### src/rtl/mem_pkg.sv
// Shared types and constants for the CPU-side memory access controller.
package mem_pkg;

  localparam int RAM_DEPTH = 9;
  localparam int WORD_W    = 32;
  localparam int MAX_WAIT  = 15;

  typedef enum logic [1:0] {
    IDLE = 2'd0,
    WAIT = 2'd1,
    XFER = 2'd2,
    DONE = 2'd3
  } state_e;

endpackage

### src/rtl/mem_access_ctrl.sv
// Single-word read/write initiator for the 512x32 RAM with programmable wait states.
// Optional MEM_BOUNDS_CHK_EN rejects requests whose address exceeds the RAM range.
module mem_access_ctrl
  import mem_pkg::*;
#(
  parameter int DEPTH       = RAM_DEPTH,
  parameter int WIDTH       = WORD_W,
  parameter int ADDR_W      = 32,
  parameter int WAIT_CYCLES = 0
) (
  input  logic              clk,
  input  logic              rst_n,
  input  logic              req,
  input  logic              we,
  input  logic [ADDR_W-1:0] addr,
  input  logic [WIDTH-1:0]  wdata,
  output logic              busy,
  output logic              done,
  output logic [WIDTH-1:0]  rdata,
`ifdef MEM_BOUNDS_CHK_EN
  output logic              fault,
`endif
  output logic [DEPTH-1:0]  ram_r_addr,
  output logic [DEPTH-1:0]  ram_w_addr,
  output logic [WIDTH-1:0]  ram_w_data,
  output logic              ram_wr_en,
  input  logic [WIDTH-1:0]  ram_r_data
);

  localparam logic [3:0] WAIT_INIT = 4'(WAIT_CYCLES);

  state_e             state_q, state_d;
  logic [3:0]         cnt_q, cnt_d;
  logic               we_q;
  logic [DEPTH-1:0]   addr_q;
  logic [WIDTH-1:0]   wdata_q;
  logic [WIDTH-1:0]   rdata_q;
  logic               busy_q;
  logic               done_q;
  logic               out_of_range;
  logic               accept;

`ifdef MEM_BOUNDS_CHK_EN
  logic fault_q;
  assign out_of_range = (addr >> DEPTH) != '0;
`else
  // Upper MAR bits are intentionally dropped so addresses wrap modulo the RAM size.
  logic unused_addr_hi;
  assign unused_addr_hi = |(addr >> DEPTH);
  assign out_of_range   = 1'b0;
`endif

  assign accept = (state_q == IDLE) && req && !out_of_range;

  // NOTE: every variable gets its hold value first so no path leaves it unassigned (no latches).
  always_comb begin
    state_d = state_q;
    cnt_d   = cnt_q;
    case (state_q)
      IDLE: begin
        if (req && out_of_range) begin
          state_d = DONE;
        end else if (req) begin
          cnt_d   = WAIT_INIT;
          state_d = (WAIT_INIT != 4'd0) ? WAIT : XFER;
        end
      end
      WAIT: begin
        cnt_d = cnt_q - 4'd1;
        if (cnt_q == 4'd1) state_d = XFER;
      end
      XFER:    state_d = DONE;
      DONE:    state_d = IDLE;
      default: state_d = IDLE;
    endcase
  end

  // NOTE: state uses non-blocking assignments so all registers update together at the edge.
  always_ff @(posedge clk) begin
    if (!rst_n) begin
      state_q <= IDLE;
      cnt_q   <= '0;
      we_q    <= 1'b0;
      addr_q  <= '0;
      wdata_q <= '0;
      rdata_q <= '0;
      busy_q  <= 1'b0;
      done_q  <= 1'b0;
`ifdef MEM_BOUNDS_CHK_EN
      fault_q <= 1'b0;
`endif
    end else begin
      state_q <= state_d;
      cnt_q   <= cnt_d;
      busy_q  <= (state_d != IDLE);
      done_q  <= (state_d == DONE);
      if (accept) begin
        we_q    <= we;
        addr_q  <= addr[DEPTH-1:0];
        wdata_q <= wdata;
      end
      if ((state_q == XFER) && !we_q) rdata_q <= ram_r_data;
`ifdef MEM_BOUNDS_CHK_EN
      fault_q <= (state_q == IDLE) && req && out_of_range;
`endif
    end
  end

  // Write enable comes straight from registered state, so the RAM still
  // sees it at an XFER closing edge even when reset lands on that edge.
  assign ram_wr_en  = (state_q == XFER) && we_q;
  assign ram_r_addr = addr_q;
  assign ram_w_addr = addr_q;
  assign ram_w_data = wdata_q;
  assign busy       = busy_q;
  assign done       = done_q;
  assign rdata      = rdata_q;
`ifdef MEM_BOUNDS_CHK_EN
  assign fault      = fault_q;
`endif

endmodule

### config.mk
export PLATFORM = sky130hd
export DESIGN_NAME = mem_access_ctrl
export DESIGN_NICKNAME = d
export VERILOG_FILES = /design/src/rtl/mem_pkg.sv /design/src/rtl/mem_access_ctrl.sv
export SDC_FILE = /design/constraint.sdc
export NUM_CORES = 1
export LEC_CHECK = 0
export ABC_CLOCK_PERIOD_IN_PS = 1490
export BUFFER_PORTS_ARGS = -buffer_cell sky130_fd_sc_hd__buf_2
export CAP_MARGIN = 15
export CORE_MARGIN = 4
export CORE_UTILIZATION = 35
export CTS_CLUSTER_DIAMETER = 100
export DETAILED_ROUTE_END_ITERATION = 12
export PLACE_DENSITY_LB_ADDON = 0.08
export SKIP_CTS_REPAIR_TIMING = 1
export SYNTH_ARGS = -nofsm -noshare
export SYNTH_HDL_FRONTEND = slang
export SYNTH_SLANG_ARGS = --single-unit
export TNS_END_PERCENT = 1
### constraint.sdc
create_clock -name clk -period 1.49 [get_ports clk]
set_clock_uncertainty 0.15 [all_clocks]
set_input_delay 0.2235 -clock clk [delete_from_list [all_inputs] [get_ports clk]]
set_output_delay 0.2235 -clock clk [all_outputs]
set_load 0.05 [all_outputs]
; ---- After elaboration in Yosys (flattened, before gate mapping)
; Index checks and enable logic that the tools add are counted.
[classes]
n_addsub = 1
muxes = 5
eq_ne = 6
n_reduce_logical = 8
[ops]
columns = op, count
row1 = $pmux W2 S4, 1
row2 = $pmux W4 S2, 1
row3 = $eq A2 B2 Y1 const B, 3
row4 = $eq A4 B1 Y1 const B, 1
row5 = $mux W2, 2
row6 = $mux W4, 1
row7 = $reduce_bool A2 Y1, 2
row8 = $sub A4 B1 Y4 const B, 1
row9 = $logic_and A1 B1 Y1, 3
row10 = $eq A2 B1 Y1 const B, 1
row11 = $logic_not A2 Y1, 1
row12 = $ne A2 B2 Y1 const B, 1
row13 = $reduce_and A2 Y1, 1
row14 = $logic_not A1 Y1, 1
[word_totals]
inputBits = 100
register_bits = 82
word_cells = 28
output_inout_bits = 85

; ---- Logic depth before layout (Yosys ltp)
[depth]
depth_word = 4
depth_mapped = 6
depth_no_buf = 5

; ---- Worst setup path before layout
; No wires, ideal clock.
[synth_path]
path_kind = register -> output
from = reg state_q[0]
to = out ram_wr_en
path_slack_ns = -0.141
path_stages_with_launch = 4
t_required_ns = 1.117
n_path_buf = 1
t_arrival_ns = 1.257
path_cell_list = dfxtp_1 > buf_6 > nand2b_1 > nor2_1
[synth_between]
elab_chain_cells = 2
[synth_lines]
columns = item, line_no
row1 = "start, declared", mem_access_ctrl.sv:32  ; state_e state_q, state_d;
row2 = "start signal, assigned", mem_access_ctrl.sv:93  ; state_q <= state_d;
row3 = $eq A2 B2 Y1, mem_access_ctrl.sv:111  ; assign ram_wr_en = (state_q == XFER) && we_q;
row4 = $logic_and A1 B1 Y1, mem_access_ctrl.sv:111
row5 = "end, declared", mem_access_ctrl.sv:26  ; output logic ram_wr_en,
; Every way passes these cells.

; ---- Worst setup path in the final report
[layout_path]
from = reg state_q[1]
to = out ram_wr_en
; The elaborated chain is that of the path after synthesis.

==> results.cfg <==
[global_routing]
antenna_found_initial = 0
globalRouteOverflowTotal = 0
grt_usage_pct = 15.7
grt_max_degree = 70
grt_pass1_vias = 2786
grt_pass1_wl_um = 12900

[sta]
finalHoldViolCount = 1
timing.final.crit_share_pct = 106
period_needed_ns = 1.59
drv_slew = 0
fin_hold_ws_ns = -0.00576
max_freq_mhz = 631
fin_ws_ns = -0.0960
rsz0062_at_grt = true
max_slew.worst_pin.slew_ns = 0.361
relSlewSlack_pct = 75.9
setup_viol = 1

[critical_path]
cp_data_arrival_time_ns = 1.21
timing.rr.start = state_q[0]$_SDFF_PN0_
reg2reg_depth = 6
crit_required_ns = 1.12
crit_cells = 4
rrSetupSlack_ns = 0
critPathBufInv = 2
crit_slowest_cell = dfxtp_1
crit_path_start = state_q[1]$_SDFF_PN0_
end_kind = primary output
critPathMaxStageDelay_ns = 0.38
path_delay_family = flip-flops
worst-path-max-fanout = 7
crit_type = reg2out
path_cells = buf_6 > nand2b_4 > nor2_4 > buf_8
start_kind = register
crit_path_end = ram_wr_en
r2r_end = ram_w_data[0]$_SDFFE_PN0P_

[drt]
vias = 3261
antenna_left = 0
via_per_inst = 4.55
drc_errors = 0
first_pass_iters = 4
finalWirelength_um = 9620
drt_iter0_drc = 74
drt-wirelength-per-cell_um = 13.4

[layout]
final_nets = 709
final_cells = 717
fillers = 772
drive_gt1_share_pct = 38.7
syn2layout_area_growth_pct = 67.7
fin_util_pct = 61.3
diodes = 0

[cts]
cts.clk_slew.worst_paths_ns = 0.08
clk_path_buf_depth = 2
cts_root_buffer = clkbuf_8
clk-insertion-delay-late_ns = 0.34
cts_tree = done
htree_levels = 3
clock-sinks = 82
numCtsBuffers = 9

[flow_run]
maxCapViolCount = 0

[place]
dp_cells = 620
gp_congestion = 0.750
hpwlAfterDp_um = 5560
post-place-ws_ns = 0.0452
portBuffers = 161

[synthesis]
syn_inst = 377
yosysSeqAreaShare_pct = 53.9
synth_cell_types = 23
synth_area_per_cell_um2 = 8.08
ys_ff_latch = 82
synth_warnings = 0
syn-cell-area_um2 = 3050
syn_nets = 479

[floorplan]
die_h_um = 101
boundaryPins = 185
die_x_um = 101
start_util_pct = 36.5
dieArea_um2 = 10300
core_um2 = 8340
fp-row-count = 33

[power_and_ir_drop]
ir_worst_vdd_mv = 0.556
power_density_nw_per_um2 = 1100
power.total_uw = 5640
power.leakage_uw = 0.00233

[run_status]
violations = negative hold slack, negative setup slack
status = finished, violations left

[min_path]
min_path_type = in2reg
[cells in the final DEF, fill, tap and decap left out, drive strengths merged, types with 3 or more instances in the layout]
cell type	n
clkbuf	13
dfxtp	82
a21oi	78
buf	178
nor2	4
nand2	152
or3b	3
nand2b	4
dlygate4sd3	74
inv	4
[registers in the layout (all words and copies together) (netlist names)]
name        flops
ram_r_addr      9
we_q            1
state_q         2
busy            1
cnt_q           4
done            1
ram_w_data     32
rdata          32
[logic make-up (layout without fill, tap and decap cells)]
logic type	after synthesis	after routing	share of synthesized area [%]
buffers and inverters	39	274	8.50
adder cells (fa/ha/maj)	2	2	0.821
AND/OR/NAND/NOR	172	172	23.1
flip-flops	82	82	53.9
AO/OA/AOI/OAI	82	82	13.7
[cell usage after synthesis, drive strengths merged]
master / n / share of area, %
a21oi: 78 / 13
or3: 2 / 0.41
nor2: 4 / 0.49
o22ai: 1 / 0.21
a31oi: 2 / 0.41
nor3b: 2 / 0.82
dfxtp: 82 / 54
o21bai: 1 / 0.25
clkbuf: 8 / 0.99
nand2b: 4 / 0.82
nand2: 152 / 19
nand3: 2 / 0.33
or2: 1 / 0.21
ha: 2 / 0.82
inv: 4 / 0.49
or3b: 3 / 0.86
buf: 27 / 7.0
nand3b: 1 / 0.25
and2: 1 / 0.21
[routing by layer]
layer	global-route usage, %	part of all wire [%]	vias to the layer above
met1	18.4	42	1489
met2	26.9	50	96
li1	-	-	1658
met3	5.03	5.9	18
met5	0	0	-
met4	5.32	2.1	0
[where the power goes]
part	internal [µW]	leakage (µW)	switching, µW
sequential	2350	0.000671	81.6
combinational	586	0.00157	1060
clock	771	0.0000893	790
total	3710	0.00233	1930
[layout make-up]
class,instances,area [µm²],area share (%)
Timing Repair Buffer,254,1820,35.6
Sequential cell,82,1640,32.1
Clock inverter,5,55.1,1.08
Inverter,4,15.0,0.294
Clock buffer,11,131,2.57
Tap cell,105,131,2.57
Multi-Input combinational cell,256,1320,25.7
[tightest hold or removal path, stage by stage]
cell and delay, ns:
buf_2 0.10, nand2_1 0.06, a21oi_1 0.05
[per-stage QoR]
step / TNS (ns) / instance area [µm²]
6_report: -0.0960 / 5110
5_1_grt: -3.75 / 5110
4_1_cts: -0.290 / 4090
3_5_place_dp: 0 / 3910
3_3_place_gp: 0 / 3910
2_1_floorplan: 0 / 3050
[how the worst min path moves through the flow]
| stage | startpoint | end | slack (ns) | depth (start not counted) |
|---|---|---|---|---|
| after global routing | wdata[30] | ram_w_data[30]$_SDFFE_PN0P_ | 0.002 | 3 |
| after detailed placement | rdata[19]$_SDFFE_PN0P_ | rdata[19]$_SDFFE_PN0P_ | 0.29 | 2 |
| after floorplan | rst_n | state_q[1]$_SDFF_PN0_ | 0.20 | 1 |
| after global placement | rdata[22]$_SDFFE_PN0P_ | rdata[22]$_SDFFE_PN0P_ | 0.29 | 2 |
| final | wdata[30] | ram_w_data[30]$_SDFFE_PN0P_ | -0.006 | 3 |
| after CTS | ram_r_data[30] | rdata[30]$_SDFFE_PN0P_ | -0.06 | 3 |
Note: power is estimated with default switching activity, not from simulation.
